## src/rtl/dcache_wb.sv

```systemverilog
// Direct-mapped, one-word-per-frame write-back data cache with a halt-triggered flush.
// Optional DCACHE_HITCOUNT_EN: net hit counter, written to 0x3100 after the flush.
module dcache_wb #(
    parameter int SETS = 16
) (
    input  logic        CLK,
    input  logic        nRST,
    input  logic        halt,
    input  logic        dmemREN,
    input  logic        dmemWEN,
    input  logic [31:0] dmemaddr,
    input  logic [31:0] dmemstore,
    output logic [31:0] dmemload,
    output logic        dhit,
    output logic        flushed,
    output logic        dREN,
    output logic        dWEN,
    output logic [31:0] daddr,
    output logic [31:0] dstore,
    input  logic [31:0] dload,
    input  logic        dwait,
    output logic [2:0]  dbg_state_o
);

    localparam int IDX_W = $clog2(SETS);
    localparam int TAG_W = 30 - IDX_W;
    localparam logic [IDX_W-1:0] LAST_IDX = IDX_W'(SETS - 1);

    // Memory handshake: a request (dREN or dWEN) is held with stable daddr/dstore
    // until a cycle with dwait=0; the transfer completes at that cycle's rising edge.
    typedef enum logic [2:0] {
        IDLE  = 3'd0,
        WB    = 3'd1,
        FETCH = 3'd2,
        FLUSH = 3'd3,
        COUNT = 3'd4,
        DONE  = 3'd5
    } state_t;

    state_t             state_q;
    logic [SETS-1:0]    valid_q;
    logic [SETS-1:0]    dirty_q;
    logic [TAG_W-1:0]   tag_q  [SETS];
    logic [31:0]        data_q [SETS];
    logic [IDX_W-1:0]   flush_idx_q;

    logic [IDX_W-1:0]   req_idx;
    logic [TAG_W-1:0]   req_tag;
    logic               req;
    logic               tag_match;
    logic               victim_dirty;
    logic               flush_dirty;
    logic               fill_en;
    logic               wr_hit;
    logic               unused_addr_lsb;

    assign req_idx         = dmemaddr[2 +: IDX_W];
    assign req_tag         = dmemaddr[31 -: TAG_W];
    assign req             = dmemREN | dmemWEN;
    assign tag_match       = valid_q[req_idx] && (tag_q[req_idx] == req_tag);
    assign victim_dirty    = valid_q[req_idx] && dirty_q[req_idx];
    assign flush_dirty     = valid_q[flush_idx_q] && dirty_q[flush_idx_q];
    assign fill_en         = (state_q == FETCH) && !dwait;
    assign wr_hit          = dhit && dmemWEN;
    assign unused_addr_lsb = ^dmemaddr[1:0];
    assign dbg_state_o     = state_q;

`ifdef DCACHE_HITCOUNT_EN
    logic signed [31:0] hit_cnt_q;

    always_ff @(posedge CLK or negedge nRST) begin
        if (!nRST) begin
            hit_cnt_q <= '0;
        end else if (dhit) begin
            hit_cnt_q <= hit_cnt_q + 32'sd1;
        end else if (fill_en) begin
            hit_cnt_q <= hit_cnt_q - 32'sd1;
        end
    end
`endif

    // Halt outranks a pending request, so a hit is never reported alongside it.
    always_comb begin
        dhit     = (state_q == IDLE) && !halt && req && tag_match;
        dmemload = dhit ? data_q[req_idx] : 32'h0;
    end

    always_comb begin
        dREN    = 1'b0;
        dWEN    = 1'b0;
        daddr   = 32'h0;
        dstore  = 32'h0;
        flushed = 1'b0;
        case (state_q)
            WB: begin
                dWEN   = 1'b1;
                daddr  = {tag_q[req_idx], req_idx, 2'b00};
                dstore = data_q[req_idx];
            end
            FETCH: begin
                dREN  = 1'b1;
                daddr = {dmemaddr[31:2], 2'b00};
            end
            FLUSH: begin
                if (flush_dirty) begin
                    dWEN   = 1'b1;
                    daddr  = {tag_q[flush_idx_q], flush_idx_q, 2'b00};
                    dstore = data_q[flush_idx_q];
                end
            end
            COUNT: begin
`ifdef DCACHE_HITCOUNT_EN
                dWEN   = 1'b1;
                daddr  = 32'h0000_3100;
                dstore = $unsigned(hit_cnt_q);
`endif
            end
            DONE: begin
                flushed = 1'b1;
            end
            default: begin
            end
        endcase
    end

    always_ff @(posedge CLK or negedge nRST) begin
        if (!nRST) begin
            state_q     <= IDLE;
            valid_q     <= '0;
            dirty_q     <= '0;
            flush_idx_q <= '0;
        end else begin
            case (state_q)
                IDLE: begin
                    if (halt) begin
                        state_q     <= FLUSH;
                        flush_idx_q <= '0;
                    end else if (req) begin
                        if (tag_match) begin
                            if (dmemWEN) dirty_q[req_idx] <= 1'b1;
                        end else if (victim_dirty) begin
                            state_q <= WB;
                        end else begin
                            state_q <= FETCH;
                        end
                    end
                end
                WB: begin
                    if (!dwait) state_q <= FETCH;
                end
                FETCH: begin
                    if (!dwait) begin
                        valid_q[req_idx] <= 1'b1;
                        dirty_q[req_idx] <= 1'b0;
                        state_q          <= IDLE;
                    end
                end
                FLUSH: begin
                    // Clean frames advance immediately; dirty ones wait for the write to finish.
                    if (!flush_dirty || !dwait) begin
                        if (flush_dirty) dirty_q[flush_idx_q] <= 1'b0;
                        if (flush_idx_q == LAST_IDX) begin
                            state_q <= COUNT;
                        end else begin
                            flush_idx_q <= flush_idx_q + 1'b1;
                        end
                    end
                end
                COUNT: begin
`ifdef DCACHE_HITCOUNT_EN
                    if (!dwait) state_q <= DONE;
`else
                    state_q <= DONE;
`endif
                end
                DONE: begin
                    state_q <= DONE;
                end
                default: begin
                    state_q <= IDLE;
                end
            endcase
        end
    end

    // Tag/data need no reset: valid gates them, and fills only land when the FETCH completes.
    always_ff @(posedge CLK) begin
        if (fill_en) begin
            data_q[req_idx] <= dload;
            tag_q[req_idx]  <= req_tag;
        end else if (wr_hit) begin
            data_q[req_idx] <= dmemstore;
        end
    end

endmodule

```

## config.mk

```make
export PLATFORM = sky130hd
export DESIGN_NAME = dcache_wb
export DESIGN_NICKNAME = d
export VERILOG_FILES = /design/src/rtl/dcache_wb.sv
export SDC_FILE = /design/constraint.sdc
export NUM_CORES = 1
export LEC_CHECK = 0
export CORE_MARGIN = 2
export CORE_UTILIZATION = 59
export DETAILED_ROUTE_END_ITERATION = 10
export HOLD_SLACK_MARGIN = 0.08
export MAX_ROUTING_LAYER = met4
export PLACE_DENSITY = 0.87
export SETUP_SLACK_MARGIN = 0.02
export SLEW_MARGIN = 20
export SYNTH_ARGS = -nofsm -noshare
export SYNTH_HDL_FRONTEND = slang
export SYNTH_SLANG_ARGS = --single-unit
```

## constraint.sdc

```tcl
create_clock -name CLK -period 6.55 [get_ports CLK]
set_input_delay 0.9825 -clock CLK [delete_from_list [all_inputs] [get_ports CLK]]
set_output_delay 0.9825 -clock CLK [all_outputs]
set_load 0.01 [all_outputs]
```

Word level (Yosys, flattened, before mapping)
Memory sizes are Yosys's and may differ from the RTL's.
Index checks and enable logic that the tools add are counted.
{ "totals": {"register_bits": 39, "ram_bits": 928, "input_bits": 102, "output_inout_bits": 103, "word_cells": 110, "mem_count": 2} }
{ "classes": {"add_sub_neg": 1, "n_lt_le_gt_ge": 4, "eq_ne": 20, "mux": 48, "n_bitwise": 9, "n_reduce_logical": 22} }
{ "memory_table": {"columns": ["memory", "depth", "width", "rd", "rd_ports_with_merged_regs", "write_ports", "line_no", "source"], "rows": [
  ["data_q", 16, 32, 2, 0, 1, "44", "logic [31:0] data_q [SETS];"],
  ["tag_q", 16, 26, 2, 0, 1, "43", "logic [TAG_W-1:0] tag_q [SETS];"]
]} }
{ "ops": {"columns": ["operator", "n"], "rows": [
  ["two-way mux 32 bit", 4],
  ["two-way mux 16 bit", 7],
  ["case mux 32 bit (3 select lines)", 1],
  ["case mux 32 bit (2 select lines)", 1],
  ["case mux 16 bit (3 select lines)", 1],
  ["bitwise AND 16 bit", 2],
  ["inverter 16 bit", 2],
  ["bitwise OR 16 bit", 2],
  ["equality test 26 bit", 1],
  ["inequality test 2 bit (second input constant)", 11],
  ["two-way mux 3 bit", 7],
  ["binary-select mux 1 bit (select 4 bit)", 4],
  ["case mux 3 bit (5 select lines)", 1],
  ["two-way mux 1 bit", 14],
  ["two-way mux 4 bit", 3],
  ["logical AND 1 bit", 10],
  ["less-than comparator 4 x 5 -> 1 bit (second input constant)", 2],
  ["demux 1 bit (select 4 bit)", 2],
  [">= comparator 4 x 1 -> 1 bit (second input constant)", 2],
  ["case mux 4 bit (2 select lines)", 1],
  ["AND reduction 8 bit", 1],
  ["equality test 3 x 2 -> 1 bit (second input constant)", 2],
  ["equality test 3 bit (second input constant)", 2],
  ["inequality test 3 bit (second input constant)", 2],
  ["other kinds (16)", 19]
]} }

Logic depth before layout (Yosys ltp)
Gate-level depths: netlist (run 1).
{ "depth": {"depth_word": 10, "depth_mapped": 17, "ltp_nobuf": 9} }

Worst setup path after synthesis (run 1)
Ideal clock, no wire load.
{ "synth_path": {"path_kind": "input-to-reg", "start": "input dmemaddr[2]", "end": "memory data_q[10][0], enable pin", "setup_ps": 432, "t_arrival_ps": 5360, "required_time_ps": 6118, "path_slack_ps": 759, "cell_stages": 15, "path_buffers": 7, "path_cell_list": "buf_4 -> buf_6 -> buf_6 -> buf_6 -> mux4_2 -> mux2i_4 -> xnor2_1 -> o41ai_2 -> o2111ai_1 -> and4bb_2 -> nand2_1 -> buf_6 -> buf_6 -> buf_2 -> a21oi_1"} }
{ "synth_via": {"elab_chain_cells": 9, "word_cells_on_any_way": 11, "classes_between": "eq/ne (1); mux (5); bitwise (1); reduce/logical (3); memory (1)"} }
{ "synth_lines": {"columns": ["element", "line_no", "source"], "rows": [
  ["start, declared", "11", "input logic [31:0] dmemaddr,"],
  ["memory read (16 x 26 bit) / binary-select mux 1 bit (select 4 bit) (equally long branches)", null, null],
  ["equality test 26 bit / two-way mux 1 bit (equally long branches)", "60", "assign tag_match = valid_q[req_idx] && (tag_q[req_idx] == req_tag);"],
  ["logical AND 1 bit", "60", null],
  ["logical AND 1 bit", "84", "dhit = (state_q == IDLE) && !halt && req && tag_match;"],
  ["logical AND 1 bit", "64", "assign wr_hit = dhit && dmemWEN;"],
  ["two-way mux 1 bit", "191", "end else if (wr_hit) begin"],
  ["two-way mux 1 bit", "188", "if (fill_en) begin"],
  ["two-way mux 1 bit (not written as such)", "192", "data_q[req_idx] <= dmemstore;"],
  ["bitwise OR 1 bit (no source line)", null, null],
  ["end, declared", "44", null]
]} }
Several ways; a longest one is shown, not always the timed one. The select of a mux whose other input is x is not followed.

Worst setup path after layout (run 1)
{ "layout_path": {"start": "input dmemaddr[4]", "end": "output dmemload[30]"} }
{ "layout_via": {"elab_chain_cells": 5, "word_cells_on_any_way": 8, "classes_between": "eq/ne (1); mux (3); reduce/logical (2); memory (2)"} }
{ "layout_lines": {"columns": ["element", "line_no", "source"], "rows": [
  ["memory read (16 x 26 bit) / binary-select mux 1 bit (select 4 bit) (equally long branches)", null, null],
  ["equality test 26 bit / two-way mux 1 bit (equally long branches)", "60", null],
  ["logical AND 1 bit", "60", null],
  ["logical AND 1 bit", "84", null],
  ["two-way mux 32 bit (*)", "85", "dmemload = dhit ? data_q[req_idx] : 32'h0;"],
  ["end, declared", "13", "output logic [31:0] dmemload,"]
]} }
Mark *: on every way between the ends. The rest lies on a longest branch, timed or not. The select of a mux whose other input is x is not followed.

==> results of run 1 <==
cell usage after synthesis (6+ instances only):
master / instances / area (sq um)
inv_1: 71 / 266.5
mux2_1: 35 / 394.1
nor3_1: 10 / 50.05
buf_6: 11 / 123.9
a22o_1: 6 / 52.55
dfrtp_1: 39 / 975.9
a22oi_1: 40 / 300.3
and2_1: 34 / 212.7
xor2_1: 11 / 96.34
buf_4: 9 / 67.56
o21ai_0: 73 / 365.4
xnor2_1: 22 / 192.7
mux2_2: 13 / 146.4
edfxtp_1: 928 / 27870
o221ai_1: 11 / 96.34
o21ai_1: 11 / 55.05
nand3_1: 22 / 110.1
mux4_2: 529 / 11910
buf_1: 44 / 165.2
a21oi_1: 30 / 150.1
nor2_1: 43 / 161.4
o22ai_1: 26 / 162.7
clkbuf_1: 96 / 360.4
nand4_1: 6 / 37.54
or2_2: 18 / 112.6
buf_2: 23 / 115.1
mux2i_1: 92 / 920.9
nand2_1: 143 / 536.8
flip-flops by register name (all words and copies together) (netlist names):
register,cells
dirty_q,16
dbg_state_o,3
tag_q,416
valid_q,16
data_q,512
flush_idx_q,4
critical path: cells and delay by family:
kind | cells | cell delay, ns
compound gates | 2 | 0.50
simple gates | 6 | 2.02
buf+inv | 6 | 1.92
xor+xnor | 1 | 0.08
metrics by stage:
step           cell area, sq um    util  cells  setup slack (ns)
2_1_floorplan             46740       -   2483            0.7586
3_3_place_gp              50670  0.6434   3656            0.1992
3_5_place_dp              50670  0.6434   3656            0.1861
4_1_cts                   53810  0.6834   3835            0.1370
5_1_grt                   53860  0.6840   3843          -0.02688
6_report                  53870  0.6841   3844           0.05255
timing repair:
item / CTS / global route
endpoints found under the setup margin: 0 / 32
buffers inserted: 0 / 1
gates resized for setup: 0 / 1
power by group:
group	switching (W)	leakage [nW]	internal, W
Sequential	0.000200	8.86	0.00695
Clock	0.00244	1.52	0.00312
Combinational	0.00171	6.69	0.00163
Total	0.00435	17.1	0.0117
cells in the final DEF, fill, tap and decap left out, types with 6 or more instances in the layout:
master,synthesis,final
mux2i_1,92,92
buf_12,0,26
diode_2,0,8
mux4_2,529,529
clkinvlp_4,0,8
clkbuf_1,96,24
a21oi_1,30,14
mux2_2,13,13
nand2_1,143,141
clkdlybuf4s50_1,0,196
nor2_1,43,27
edfxtp_1,928,928
o221ai_1,11,11
nor2_4,0,16
nand3_1,22,22
and2_1,34,34
a21oi_4,0,16
nor3_1,10,9
xor2_1,11,11
bufinv_16,0,8
mux2_1,35,35
inv_1,71,70
a22oi_1,40,40
o21ai_1,11,11
o21ai_0,73,73
clkinv_2,0,18
clkinv_1,1,15
dfrtp_1,39,36
xnor2_1,22,22
clkbuf_16,0,98
o22ai_1,26,26
nand4_1,6,6
or2_2,18,17
buf_4,9,82
a22o_1,6,6
area by class of cell:
type                       instances  area [sq um]
fill                            4660         24880
clock inverter                    55         576.8
inverter                          75         286.5
clock buffer                     124          2570
timing repair buffer             307          3128
tap                             1050          1314
multi-input combinational       1258         17120
antenna                            8         20.02
sequential                       967         28850
routing by layer:
metal  up-vias  GRT usage  routed length (um)
met3       555     0.1038               18160
li1      10920          -                   -
met2      2544     0.5280               65780
met1     14430     0.4273               44060
met4         0     0.1564                7155
met5         -          -                   0
worst max-delay path by stage:
stage / end / startpoint / depth (start not counted) / slack [ns]
5_1_grt: dmemload[12] / dmemaddr[4] / 15 / -0.03
2_1_floorplan: data_q[10][0]$_DFFE_PP_ / dmemaddr[2] / 15 / 0.76
6_report: dmemload[30] / dmemaddr[4] / 15 / 0.05
3_5_place_dp: dmemload[30] / dmemaddr[4] / 13 / 0.19
4_1_cts: dmemload[27] / dmemaddr[4] / 14 / 0.14
3_3_place_gp: dmemload[31] / dmemaddr[4] / 13 / 0.20
cells by family (layout without fill, tap and decap cells):
family                   after synthesis  in the layout  synth area share
AO/OA/AOI/OAI                        241            241           0.03344
XOR/XNOR                              33             33          0.006184
adder cells (fa/ha/maj)                4              4          0.001071
buffers and inverters                258            561           0.02383
flip-flops                           967            967            0.6171
multiplexers                         673            673            0.2876
other                                  1             10        0.00008024
AND/OR/NAND/NOR                      305            305           0.03063
==> results.sh, run 1 <==
export IMPL_synth_ff_type="edfxtp_1"
export IMPL_max_stage_delay_ns=0.61
export IMPL_setup_viol=0
export IMPL_wl_per_cell_um=35.16
export IMPL_outcome="finished, final reports clean"
export IMPL_cp_max_fo=9
export IMPL_critical_path_class="input pin to output port"
export IMPL_gp_congestion=0.9424
export IMPL_drive_gt1_frac=0.3101
export IMPL_postSynth_asyncResetShare=0.04033
export IMPL_tightest_slew_ns=1.113
export IMPL_fp_dieW_um=285.5
export IMPL_antenna_left=0
export IMPL_total_power_w=0.01605
export IMPL_crit_chain="clkdlybuf4s50_1, nor2b_1, buf_4, buf_4, a22oi_1, nand2_1, xnor2_1, nor4_1, o2111ai_1, nor4b_1, nor3b_4, buf_12, buf_4, and2_1, clkdlybuf4s50_1"
export IMPL_leakagePower_nw=17.06
export IMPL_core_sq_um=78740
export IMPL_track_usage=0.3441
export IMPL_grt_pass1_vias=29610
export IMPL_relSlewSlack=0.2581
export IMPL_clockBufferDepth=3
export IMPL_cts_root_buf="clkbuf_16"
export IMPL_ys_warn_count=0
export IMPL_power_density_nw_per_um2=298.0
export IMPL_cts_tree="yes"
export IMPL_cap_violations=0
export IMPL_netlist_instances=2482
export IMPL_peakVddDrop_v=0.0002624
export IMPL_r2r_start="dbg_state_o[0]$_DFFE_PN0P_"
export IMPL_grt_max_degree=93
export IMPL_io_pins=205
export IMPL_finClkSkew_ns=0.03338
export IMPL_r2r_end="tag_q[10][23]$_DFFE_PP_"
export IMPL_cts_buffers=97
export IMPL_clkSinkCount=967
export IMPL_vias=28450
export IMPL_area_growth_pct=15.25
export IMPL_ys_seq_area_frac=0.6171
export IMPL_die_height_um=285.5
export IMPL_clock_fmax_mhz=153.9
export IMPL_tns_ns=0
export IMPL_antenna_found_initial=7
export IMPL_cts_htree_levels=3
export IMPL_wirelength_mm=135.1
export IMPL_hold_viol_final=0
export IMPL_hold_path_class="input pin to asynchronous set/reset pin"
export IMPL_end_kind="output port"
export IMPL_ys_types=68
export IMPL_remaining_drc_errors=0
export IMPL_nets=2812
export IMPL_cts_hold_buf=0
export IMPL_r2r_slack_ns=1.91
export IMPL_routed_via_density=7.401
export IMPL_syn_cell_area_sq_um=46740
export IMPL_clk_latency_ns=0.70
export IMPL_gr_total_overflow=0
export IMPL_crit_arrival_ns=5.51
export IMPL_ff2ff_path_depth=6
export IMPL_ys_ff_latch=967
export IMPL_slew_violations=0
export IMPL_worst_hold_slack_ns=0.4215
export IMPL_avgSynthCellArea_sq_um=18.83
export IMPL_initial_core_util=0.5935
export IMPL_critPathLaunchType="input pin"
export IMPL_fp_dieArea_sq_um=81480
export IMPL_row_count=103
export IMPL_critical_path_required_ns=5.57
export IMPL_grt_pass1_wl_mm=196.2
export IMPL_post_route_period_util=0.9920
export IMPL_synth_edff_count=928
export IMPL_crit_path_top_delay_cell="clkdlybuf4s50_1"
export IMPL_dr_pass1_iters=7
export IMPL_crit_top_cell="buf_4"
export IMPL_path_clk_slew_ns=0.06
export IMPL_port_buffers=200
export IMPL_period_minus_slack_ns=6.497
export IMPL_dp_hpwl_mm=74.71
export IMPL_first_iter_violations=4615
(Power assumes the default switching activity.)
==> run 2: changes to the inputs <==
==> constraint.sdc (replaced) <==
create_clock -name CLK -period 6.55 [get_ports CLK]
set_input_delay 0.9825 -clock CLK [delete_from_list [all_inputs] [get_ports CLK]]
set_output_delay 0.9825 -clock CLK [all_outputs]
set_load 0.02 [all_outputs]
==> results.sh, run 2 (synthesis results as in run 1) <==
export IMPL_critical_path_class="input pin to output port"
export IMPL_hold_path_class="input pin to asynchronous set/reset pin"
export IMPL_gr_total_overflow=0
export IMPL_period_minus_slack_ns=6.257
export IMPL_leakagePower_nw=17.15
export IMPL_clkSinkCount=967
export IMPL_fp_dieW_um=285.5
export IMPL_post_route_period_util=0.9552
export IMPL_routed_via_density=7.463
export IMPL_total_power_w=0.01638
export IMPL_grt_max_degree=177
export IMPL_setup_viol=0
export IMPL_io_pins=205
export IMPL_antenna_left=0
export IMPL_clockBufferDepth=3
export IMPL_wirelength_mm=134.8
export IMPL_grt_pass1_wl_mm=197.4
export IMPL_row_count=103
export IMPL_cts_buffers=96
export IMPL_grt_pass1_vias=29690
export IMPL_critPathLaunchType="input pin"
export IMPL_core_sq_um=78740
export IMPL_layout_common_cells="edfxtp_1 (928), mux4_2 (529), clkdlybuf4s50_1 (195), nand2_1 (140), clkbuf_16 (97)"
export IMPL_critical_path_required_ns=5.57
export IMPL_area_growth_pct=15.70
export IMPL_worst_hold_slack_ns=0.4365
export IMPL_track_usage=0.3450
export IMPL_largestRegisters="data_q x512, tag_q x416"
export IMPL_dp_hpwl_mm=74.53
export IMPL_initial_core_util=0.5935
export IMPL_first_iter_violations=4642
export IMPL_tightest_slew_ns=1.198
export IMPL_largest_reg_flops=512
export IMPL_cap_violations=0
export IMPL_tns_ns=0
export IMPL_multi_input_area_sq_um=17140
export IMPL_hold_viol_final=0
export IMPL_outcome="finished, final reports clean"
export IMPL_remaining_drc_errors=0
export IMPL_cts_root_buf="clkbuf_16"
export IMPL_slew_violations=0
export IMPL_antenna_found_initial=6
export IMPL_die_height_um=285.5
export IMPL_clock_fmax_mhz=159.8
export IMPL_cp_max_fo=51
export IMPL_finClkSkew_ns=0.05552
export IMPL_fill_cells=4602
export IMPL_clk_latency_ns=0.70
export IMPL_vias=28700
export IMPL_cts_hold_buf=0
export IMPL_crit_arrival_ns=5.27
export IMPL_grt_setup_unrepaired="no"
export IMPL_final_common_cell="edfxtp_1"
export IMPL_relSlewSlack=0.1991
export IMPL_ff_latch_area_sq_um=28850
export IMPL_drive_gt1_frac=0.3137
export IMPL_power_density_nw_per_um2=303.0
export IMPL_cts_tree="yes"
export IMPL_end_kind="output port"
export IMPL_cts_htree_levels=3
export IMPL_gp_congestion=0.9343
export IMPL_nets=2812
export IMPL_regMostFlops="data_q"
export IMPL_path_clk_slew_ns=0.07
export IMPL_port_buffers=200
export IMPL_peakVddDrop_v=0.0002832
export IMPL_wl_per_cell_um=35.06
export IMPL_dr_pass1_iters=8
export IMPL_fp_dieArea_sq_um=81480
-- run 2: changes by cell type in the layout (fill, tap and decap cells not counted), moves of 2 or more --
cell / change
clkinv_1: +5
buf_4: -2
diode_2: -2
clkbuf_1: -8
bufinv_16: +6
-- run 2: critical path, cell delays in order --
cell and delay [ns]:
buf_12 0.29, buf_4 0.25, mux4_2 0.51, mux2i_1 0.32, xor2_1 0.37, o21ai_0 0.17, or4b_1 0.54, nor4b_2 0.31
nor3b_4 0.28, buf_12 0.15, buf_4 0.18, and2_1 0.17, clkdlybuf4s50_1 0.64
-- run 2: timing repair --
item / in CTS / in global routing
setup endpoints to repair: 32 / 34
buffers inserted: 1 / 0
resized for setup: 1 / 7
-- run 2: area by class of cell --
class                   count  share of cell area
multi-input cells        1258              0.3169
well taps                1050             0.02429
flip-flops and latches    967              0.5336
clock buffers             115             0.04651
clock inverters            66             0.01439
repair buffers            308             0.05870
inverters                  75            0.005299
diodes                      6           0.0002777
-- run 2: routing by layer --
layer | vias up | share of wire | global-route usage
met4 | 0 | 0.053 | 0.1592
li1 | 10950 | - | -
met3 | 541 | 0.13 | 0.07177
met2 | 2649 | 0.49 | 0.5394
met1 | 14560 | 0.33 | 0.4414
met5 | - | 0 | -
-- run 2: path summary, 6_finish.rpt --
kind                                              end  slack (ns)                       start  cells after the start
setup / recovery                          dmemload[2]        0.29                 dmemaddr[2]                     13
max in group asynchronous  flush_idx_q[0]$_DFFE_PN0P_        5.43                        nRST                      1
hold reg to reg                valid_q[3]$_DFFE_PN0P_        0.50      valid_q[3]$_DFFE_PN0P_                      1
min in group CLK               valid_q[3]$_DFFE_PN0P_        0.50      valid_q[3]$_DFFE_PN0P_                      1
setup reg to reg              tag_q[14][20]$_DFFE_PP_        1.74  dbg_state_o[0]$_DFFE_PN0P_                      6
hold / removal                 valid_q[3]$_DFFE_PN0P_        0.44                        nRST                      1
-- run 2: where the power goes --
part | switching [W] | total (W) | internal, W
combinational | 0.00186 | 0.00350 | 0.00164
sequential | 0.000145 | 0.00710 | 0.00695
clock | 0.00247 | 0.00578 | 0.00332
total | 0.00448 | 0.0164 | 0.0119
-- run 2: per-stage QoR --
step / std cells / worst slack, ns / util / cell area, sq um
6_report: 3845 / 0.2933 / 0.6867 / 54080
5_1_grt: 3845 / 0.1495 / 0.6867 / 54080
4_1_cts: 3838 / 0.04451 / 0.6857 / 54000
3_5_place_dp: 3656 / 0.003267 / 0.6437 / 50680
3_3_place_gp: 3656 / 0.05253 / 0.6436 / 50680
2_1_floorplan: 2483 / 0.7586 / - / 46740
